### src/rtl/gate_unit_pkg.sv
// -----------------------------------------------------------------------------
// gate_unit_pkg
// Shared definitions for the gate_unit_pipe slice: opcode encodings for the
// bitwise function evaluator, the output-buffer FSM state encoding and a
// parity helper used when the optional result flags are built in.
// No ports (package).
// -----------------------------------------------------------------------------
package gate_unit_pkg;

    // Function select encodings
    localparam logic [2:0] OP_AND  = 3'd0;
    localparam logic [2:0] OP_OR   = 3'd1;
    localparam logic [2:0] OP_NAND = 3'd2;
    localparam logic [2:0] OP_NOR  = 3'd3;
    localparam logic [2:0] OP_XOR  = 3'd4;
    localparam logic [2:0] OP_XNOR = 3'd5;
    localparam logic [2:0] OP_ANDN = 3'd6;
    localparam logic [2:0] OP_NOTA = 3'd7;

    // Occupancy of the 2-entry output buffer
    typedef enum logic [1:0] {
        ST_EMPTY = 2'd0,
        ST_ONE   = 2'd1,
        ST_TWO   = 2'd2
    } buf_state_e;

    // Even-parity bit (XOR reduction) of a zero-extended result
    function automatic logic parity32(input logic [31:0] v);
        return ^v;
    endfunction

endpackage

### src/rtl/gate_unit_func.sv
// -----------------------------------------------------------------------------
// gate_unit_func
// Purely combinational WIDTH-bit bitwise function evaluator; the multi-bit
// generalisation of the single-bit two-input gate modules.
// Ports:
//   op [2:0]        function select (OP_* in gate_unit_pkg)
//   a  [WIDTH-1:0]  operand A
//   b  [WIDTH-1:0]  operand B (ignored by NOTA)
//   f  [WIDTH-1:0]  result
// -----------------------------------------------------------------------------
module gate_unit_func
    import gate_unit_pkg::*;
#(
    parameter int WIDTH = 4
) (
    input  logic [2:0]       op,
    input  logic [WIDTH-1:0] a,
    input  logic [WIDTH-1:0] b,
    output logic [WIDTH-1:0] f
);

    // Select the bitwise function of a and b
    always_comb begin
        f = {WIDTH{1'b0}};
        case (op)
            OP_AND:  f = a & b;
            OP_OR:   f = a | b;
            OP_NAND: f = ~(a & b);
            OP_NOR:  f = ~(a | b);
            OP_XOR:  f = a ^ b;
            OP_XNOR: f = ~(a ^ b);
            OP_ANDN: f = ~a & b;
            OP_NOTA: f = ~a;
            default: f = {WIDTH{1'b0}};
        endcase
    end

endmodule

### src/rtl/gate_unit_pipe.sv
// -----------------------------------------------------------------------------
// gate_unit_pipe
// Registered bitwise gate unit: evaluates one of eight functions on WIDTH-bit
// operands and delivers results through a 2-entry elastic FIFO with
// valid/ready on both sides. done_cnt counts output handshakes and wraps.
// Optional build macro: GATE_UNIT_FLAGS_EN adds out_zero / out_par, which
// travel with each buffered entry.
// Ports:
//   clk, reset           clock, synchronous active-high reset
//   in_valid / in_ready  operand handshake (a, b, op)
//   out_valid / out_ready result handshake (s)
//   s [WIDTH-1:0]        head of the buffer
//   done_cnt [CNT_W-1:0] completed output handshakes since reset
//   out_zero, out_par    (GATE_UNIT_FLAGS_EN only) flags of the head entry
// -----------------------------------------------------------------------------
module gate_unit_pipe
    import gate_unit_pkg::*;
#(
    parameter int WIDTH = 4,
    parameter int CNT_W = 16
) (
    input  logic             clk,
    input  logic             reset,
    input  logic             in_valid,
    output logic             in_ready,
    input  logic [WIDTH-1:0] a,
    input  logic [WIDTH-1:0] b,
    input  logic [2:0]       op,
    output logic             out_valid,
    input  logic             out_ready,
    output logic [WIDTH-1:0] s,
`ifdef GATE_UNIT_FLAGS_EN
    output logic             out_zero,
    output logic             out_par,
`endif
    output logic [CNT_W-1:0] done_cnt
);

    logic [WIDTH-1:0] w_f;
    logic             w_accept;
    logic             w_take;
    logic             w_in_ready;
    logic             w_out_valid;
    buf_state_e       r_state;
    buf_state_e       w_state_nxt;
    logic [CNT_W-1:0] r_cnt;

`ifdef GATE_UNIT_FLAGS_EN
    // Entry layout: {zero, par, result}; the reset entry reads as "zero result"
    localparam int EW = WIDTH + 2;
    localparam logic [EW-1:0] ENTRY_RST = {1'b1, 1'b0, {WIDTH{1'b0}}};
    logic [EW-1:0] w_entry;
    assign w_entry = {(w_f == {WIDTH{1'b0}}), parity32(32'(w_f)), w_f};
`else
    localparam int EW = WIDTH;
    localparam logic [EW-1:0] ENTRY_RST = {WIDTH{1'b0}};
    logic [EW-1:0] w_entry;
    assign w_entry = w_f;
`endif

    logic [EW-1:0] r_head;
    logic [EW-1:0] r_tail;

    gate_unit_func #(.WIDTH(WIDTH)) u_func (
        .op (op),
        .a  (a),
        .b  (b),
        .f  (w_f)
    );

    assign w_accept = in_valid & w_in_ready;
    assign w_take   = w_out_valid & out_ready;

    // Buffer state register
    always_ff @(posedge clk) begin
        if (reset) begin
            r_state <= ST_EMPTY;
        end else begin
            r_state <= w_state_nxt;
        end
    end

    // Buffer next-state logic
    always_comb begin
        w_state_nxt = r_state;
        case (r_state)
            ST_EMPTY: begin
                if (w_accept) w_state_nxt = ST_ONE;
                else          w_state_nxt = r_state;
            end
            ST_ONE: begin
                if (w_accept && !w_take)      w_state_nxt = ST_TWO;
                else if (w_take && !w_accept) w_state_nxt = ST_EMPTY;
                else                          w_state_nxt = r_state;
            end
            ST_TWO: begin
                // in_ready is low here, so only a take can occur
                if (w_take) w_state_nxt = ST_ONE;
                else        w_state_nxt = r_state;
            end
            default: w_state_nxt = ST_EMPTY;
        endcase
    end

    // Handshake outputs decoded from the buffer state
    always_comb begin
        w_out_valid = (r_state != ST_EMPTY);
        w_in_ready  = (r_state != ST_TWO) && !reset;
    end

    // Head/tail entry storage; head is always the oldest result
    always_ff @(posedge clk) begin
        if (reset) begin
            r_head <= ENTRY_RST;
            r_tail <= ENTRY_RST;
        end else begin
            case (r_state)
                ST_EMPTY: begin
                    if (w_accept) r_head <= w_entry;
                end
                ST_ONE: begin
                    if (w_accept && !w_take)     r_tail <= w_entry;
                    else if (w_accept && w_take) r_head <= w_entry;
                end
                ST_TWO: begin
                    if (w_take) r_head <= r_tail;
                end
                default: begin
                    r_head <= ENTRY_RST;
                    r_tail <= ENTRY_RST;
                end
            endcase
        end
    end

    // Completed-result counter, wraps naturally at 2^CNT_W
    always_ff @(posedge clk) begin
        if (reset) begin
            r_cnt <= {CNT_W{1'b0}};
        end else if (w_take) begin
            r_cnt <= r_cnt + CNT_W'(1'b1);
        end
    end

    assign in_ready  = w_in_ready;
    assign out_valid = w_out_valid;
    assign s         = r_head[WIDTH-1:0];
    assign done_cnt  = r_cnt;
`ifdef GATE_UNIT_FLAGS_EN
    assign out_zero  = r_head[WIDTH+1];
    assign out_par   = r_head[WIDTH];
`endif

endmodule

### config.mk
export PLATFORM = sky130hd
export DESIGN_NAME = gate_unit_pipe
export DESIGN_NICKNAME = d
export VERILOG_FILES = /design/src/rtl/gate_unit_pkg.sv /design/src/rtl/gate_unit_func.sv /design/src/rtl/gate_unit_pipe.sv
export SDC_FILE = /design/constraint.sdc
export NUM_CORES = 1
export LEC_CHECK = 0
export BUFFER_PORTS_ARGS = -buffer_cell sky130_fd_sc_hd__clkbuf_2
export CORE_MARGIN = 2
export CORE_UTILIZATION = 46
export DETAILED_ROUTE_END_ITERATION = 10
export PLACE_DENSITY = 0.72
export SLEW_MARGIN = 20
export SYNTH_ARGS = -nofsm -noshare
export SYNTH_HDL_FRONTEND = slang
export SYNTH_SLANG_ARGS = --single-unit
### constraint.sdc
create_clock -name clk -period 1.8 [get_ports clk]
set_input_delay 0.09 -clock clk [delete_from_list [all_inputs] [get_ports clk]]
set_output_delay 0.09 -clock clk [all_outputs]
set_load 0.05 [all_outputs]
==> flow_summary.yaml <==
run_status:
  outcome: "complete, no violations"
worst_setup_path:
  worst_path_dominant_cell_family: "simple AND/OR/NAND/NOR gates"
  slowest_stage: "dfxtp_4"
  worst_setup_path_end_kind: "flip-flop"
  cp.buffers_inverters: 1
  cp_data_arrival_time_ps: 1910
  critical-path-max-stage-delay_ps: 370
  crit_path_start_kind: "flip-flop"
  critPathKind: "reg2reg"
  cp_data_required_time_ps: 2000
  path_cells: "nand2b_4 -> and3_4 -> ha_4 -> nor2b_4 -> o22ai_4 -> buf_6 -> or3_4 -> o211ai_1"
  critical_path_peak_fanout: 5
floorplan:
  floorplan.die_area_mm2: 0.004184
  floorplan.initialDensity_pct: 46.98
  die_w_um: 64.69
  design.portCount: 37
  die_height_um: 64.69
  num_rows: 22
  core_outline_area_mm2: 0.003606
pwr:
  total_power_mw: 1.385
  power.density_mw_per_mm2: 648.9
  p_switching_mw: 0.3788
  clockPowerShare_pct: 35.2
  max-vdd-ir-drop_mv: 0.3559
  static-leakage-power_nw: 0.9288
  pwr-share-comb_pct: 21.1
  power.share.switching_pct: 27.35
  share_of_power_burned_in_registers_pct: 43.7
  cellInternalPower_mw: 1.006
timing:
  post_route_clock_period_utilization_pct: 94.79
  clock-skew-final_ps: 2.718
  slew_headroom_pct: 72.00
  max_clock_freq_mhz: 586.1
  timing_worst_slew_pin_value_ps: 418.1
  setup_violations: 0
  final-max-slew-violation-count: 0
  hold_violations: 0
  finalSetupTns_ps: 0
  rsz0062_at_grt: "false"
  period_needed_ps: 1706
  layout_setup_ws_ps: 93.75
place:
  worst_setup_slack_after_placement_ps: 21.04
  gpl.final_weighted_congestion: 0.8115
  place.detailed.instances: 285
  post_dp_cell_area_mm2: 0.002044
  buffer_ports.inserted: 36
  detailed_place_hpwl_mm: 2.856
detailed_routing:
  post-route-drc-count: 0
  detailedRoute.firstIterationViolations: 87
  viasPerCell: 5.369
  drt_first_pass_iters: 4
  wl_mm: 3.642
  wl_per_cell_um: 12.56
  route.antenna.remaining_nets: 0
  vias: 1557
global_routing:
  grt_overflow_total: 0
  grt_pass1_vias: 1462
  maximum_number_of_pins_on_one_net_before_global_route_repair: 16
  overall_track_demand_over_capacity_in_global_routing_pct: 19.48
  grt_pass1_wl_mm: 6.568
  grt_antenna_before_repair: 0
synthesis:
  ys_dominant_reg_cell: "dfxtp_1"
  synth.yosys.warnings: 0
  synth_enable_flop_cells: 0
  ys_async_sr_fraction_pct: 0
  synth_most_common_cell: "dfxtp_1"
  synth_area_per_cell_um2: 8.471
  synth_top_cell_area_share_pct: 30.72
  synthTopCellsByCount: "dfxtp_1, nor2_1, ha_1"
  ys_types: 47
  syn-cell-area_mm2: 0.001694
  ys_seq_elements: 26
  seq_area_frac_synth_pct: 30.72
  yosys-top-cells-area: "dfxtp_1, ha_1, nor2_1, mux2_2, nand2_1"
  synth.largest_area_cell: "dfxtp_1"
  synth_cells: 200
  mappedNetlistNets: 230
clock_tree:
  numCtsBuffers: 3
  numClockSinks: 26
  tritoncts: "done"
  clkLatencyLatePin_ps: 270
  cts_max_path_buffers: 2
  cts_root_buffer: "clkbuf_8"
  ctsHtreeMaxLevel: 1
  clkSlewWorstSetupHoldPaths_ps: 90
final_layout:
  post_route_cells_drive_above_1_share_pct: 32.23
  layout.filler_cells: 324
  area_growth_syn_to_layout_pct: 26.00
  num-nets-final: 273
  number_of_standard_cells_in_the_final_layout_excluding_fillers: 290
  insertedDiodeCount: 0
  fin_area_mm2: 0.002135
worst_hold_path:
  hold_path.class: "in2reg"
flow_run:
  max_cap_violations: 0
==> sequential cells by signal, summed over array words and instances, names as in the netlist <==
| name | flops |
|---|---|
| done_cnt | 16 |
| r_state | 2 |
| r_tail | 4 |
| s | 4 |
==> layout by cell type (no fill, tap or decap), types with 3 or more instances in the layout <==
master / synthesis / layout
clkbuf_2: 0 / 36
dfxtp_1: 26 / 18
nor2_1: 16 / 16
nand2_1: 14 / 14
inv_1: 13 / 13
ha_1: 15 / 13
a21oi_1: 9 / 9
buf_4: 3 / 9
o22ai_1: 8 / 7
o21ai_0: 7 / 7
dfxtp_2: 0 / 7
nand3_1: 6 / 6
mux2_2: 5 / 5
mux2i_1: 5 / 5
nand4_1: 5 / 5
xor2_1: 5 / 5
nand2b_1: 5 / 4
or3_1: 6 / 4
xnor2_1: 4 / 4
o211a_1: 3 / 3
a211oi_1: 3 / 3
o211ai_1: 3 / 3
nor3_1: 3 / 3
clkbuf_8: 0 / 3
==> layout make-up <==
type	count	area, um^2	area share (%)
Multi-Input combinational cell	152	1154	54.04
Sequential cell	26	533.0	24.97
Timing Repair Buffer	46	259.0	12.13
Tap cell	48	60.06	2.814
Inverter	14	57.56	2.696
Clock buffer	3	41.29	1.934
Clock inverter	1	30.03	1.407
==> power groups by stage <==
stage / clock [mW] / sequential, mW / combinational [mW]
global route: 0.528 / 0.608 / 0.322
detailed placement: 0 / 0.619 / 0.288
CTS: 0.500 / 0.605 / 0.291
global placement: 0 / 0.619 / 0.284
finish: 0.487 / 0.605 / 0.293
floorplan: 0 / 0.653 / 0.180
==> worst paths after layout <==
path	cells past startpoint	slack [ps]	start	to
worst max-delay path	8	90	r_state[0]	s[3]
worst min-delay path	4	200	out_ready	done_cnt[1]
worst max register to register	8	90	r_state[0]	s[3]
worst min register to register	2	480	r_tail[3]	r_tail[3]
==> kinds of logic (layout without fill, tap and decap cells) <==
group                      Yosys count  count (layout)  synth area share [%]
muxes                               11              11                 6.942
DFF                                 26              26                 30.72
adders and majority gates           15              15                 11.08
and+or+nand+nor                     72              72                 22.97
buffers and inverters               22              64                 5.686
xor gates and xnor gates             9               9                 4.653
AOI/OAI and AO/OA                   45              45                 17.95
==> repair_timing <==
action	CTS	global route
gates resized for setup	0	3
setup buffers	0	1
endpoints found under the setup margin	0	4
hold buffers	0	0
==> through the flow <==
step | utilization (%) | hold slack, ps
2_1_floorplan | - | 346.8
3_3_place_gp | 56.70 | 455.8
3_5_place_dp | 56.70 | 460.6
4_1_cts | 58.67 | 192.8
5_1_grt | 59.20 | 214.3
6_report | 59.20 | 198.4
==> routing by layer <==
layer | vias to the layer above | share of wire (%) | global-route usage [%] | routed length [um]
li1 | 808 | - | - | -
met1 | 711 | 50 | 26.62 | 1824
met2 | 33 | 46 | 31.51 | 1659
met3 | 5 | 3.5 | 3.819 | 126
met4 | 0 | 0.88 | 4.787 | 32
met5 | - | 0 | 0 | 0
==> worst min-delay path, stage by stage <==
cell and delay, ps:
clkbuf_2 130, nand2_4 80, nand2_1 70, a21oi_1 60
Note: power is estimated with default switching activity, not from simulation.
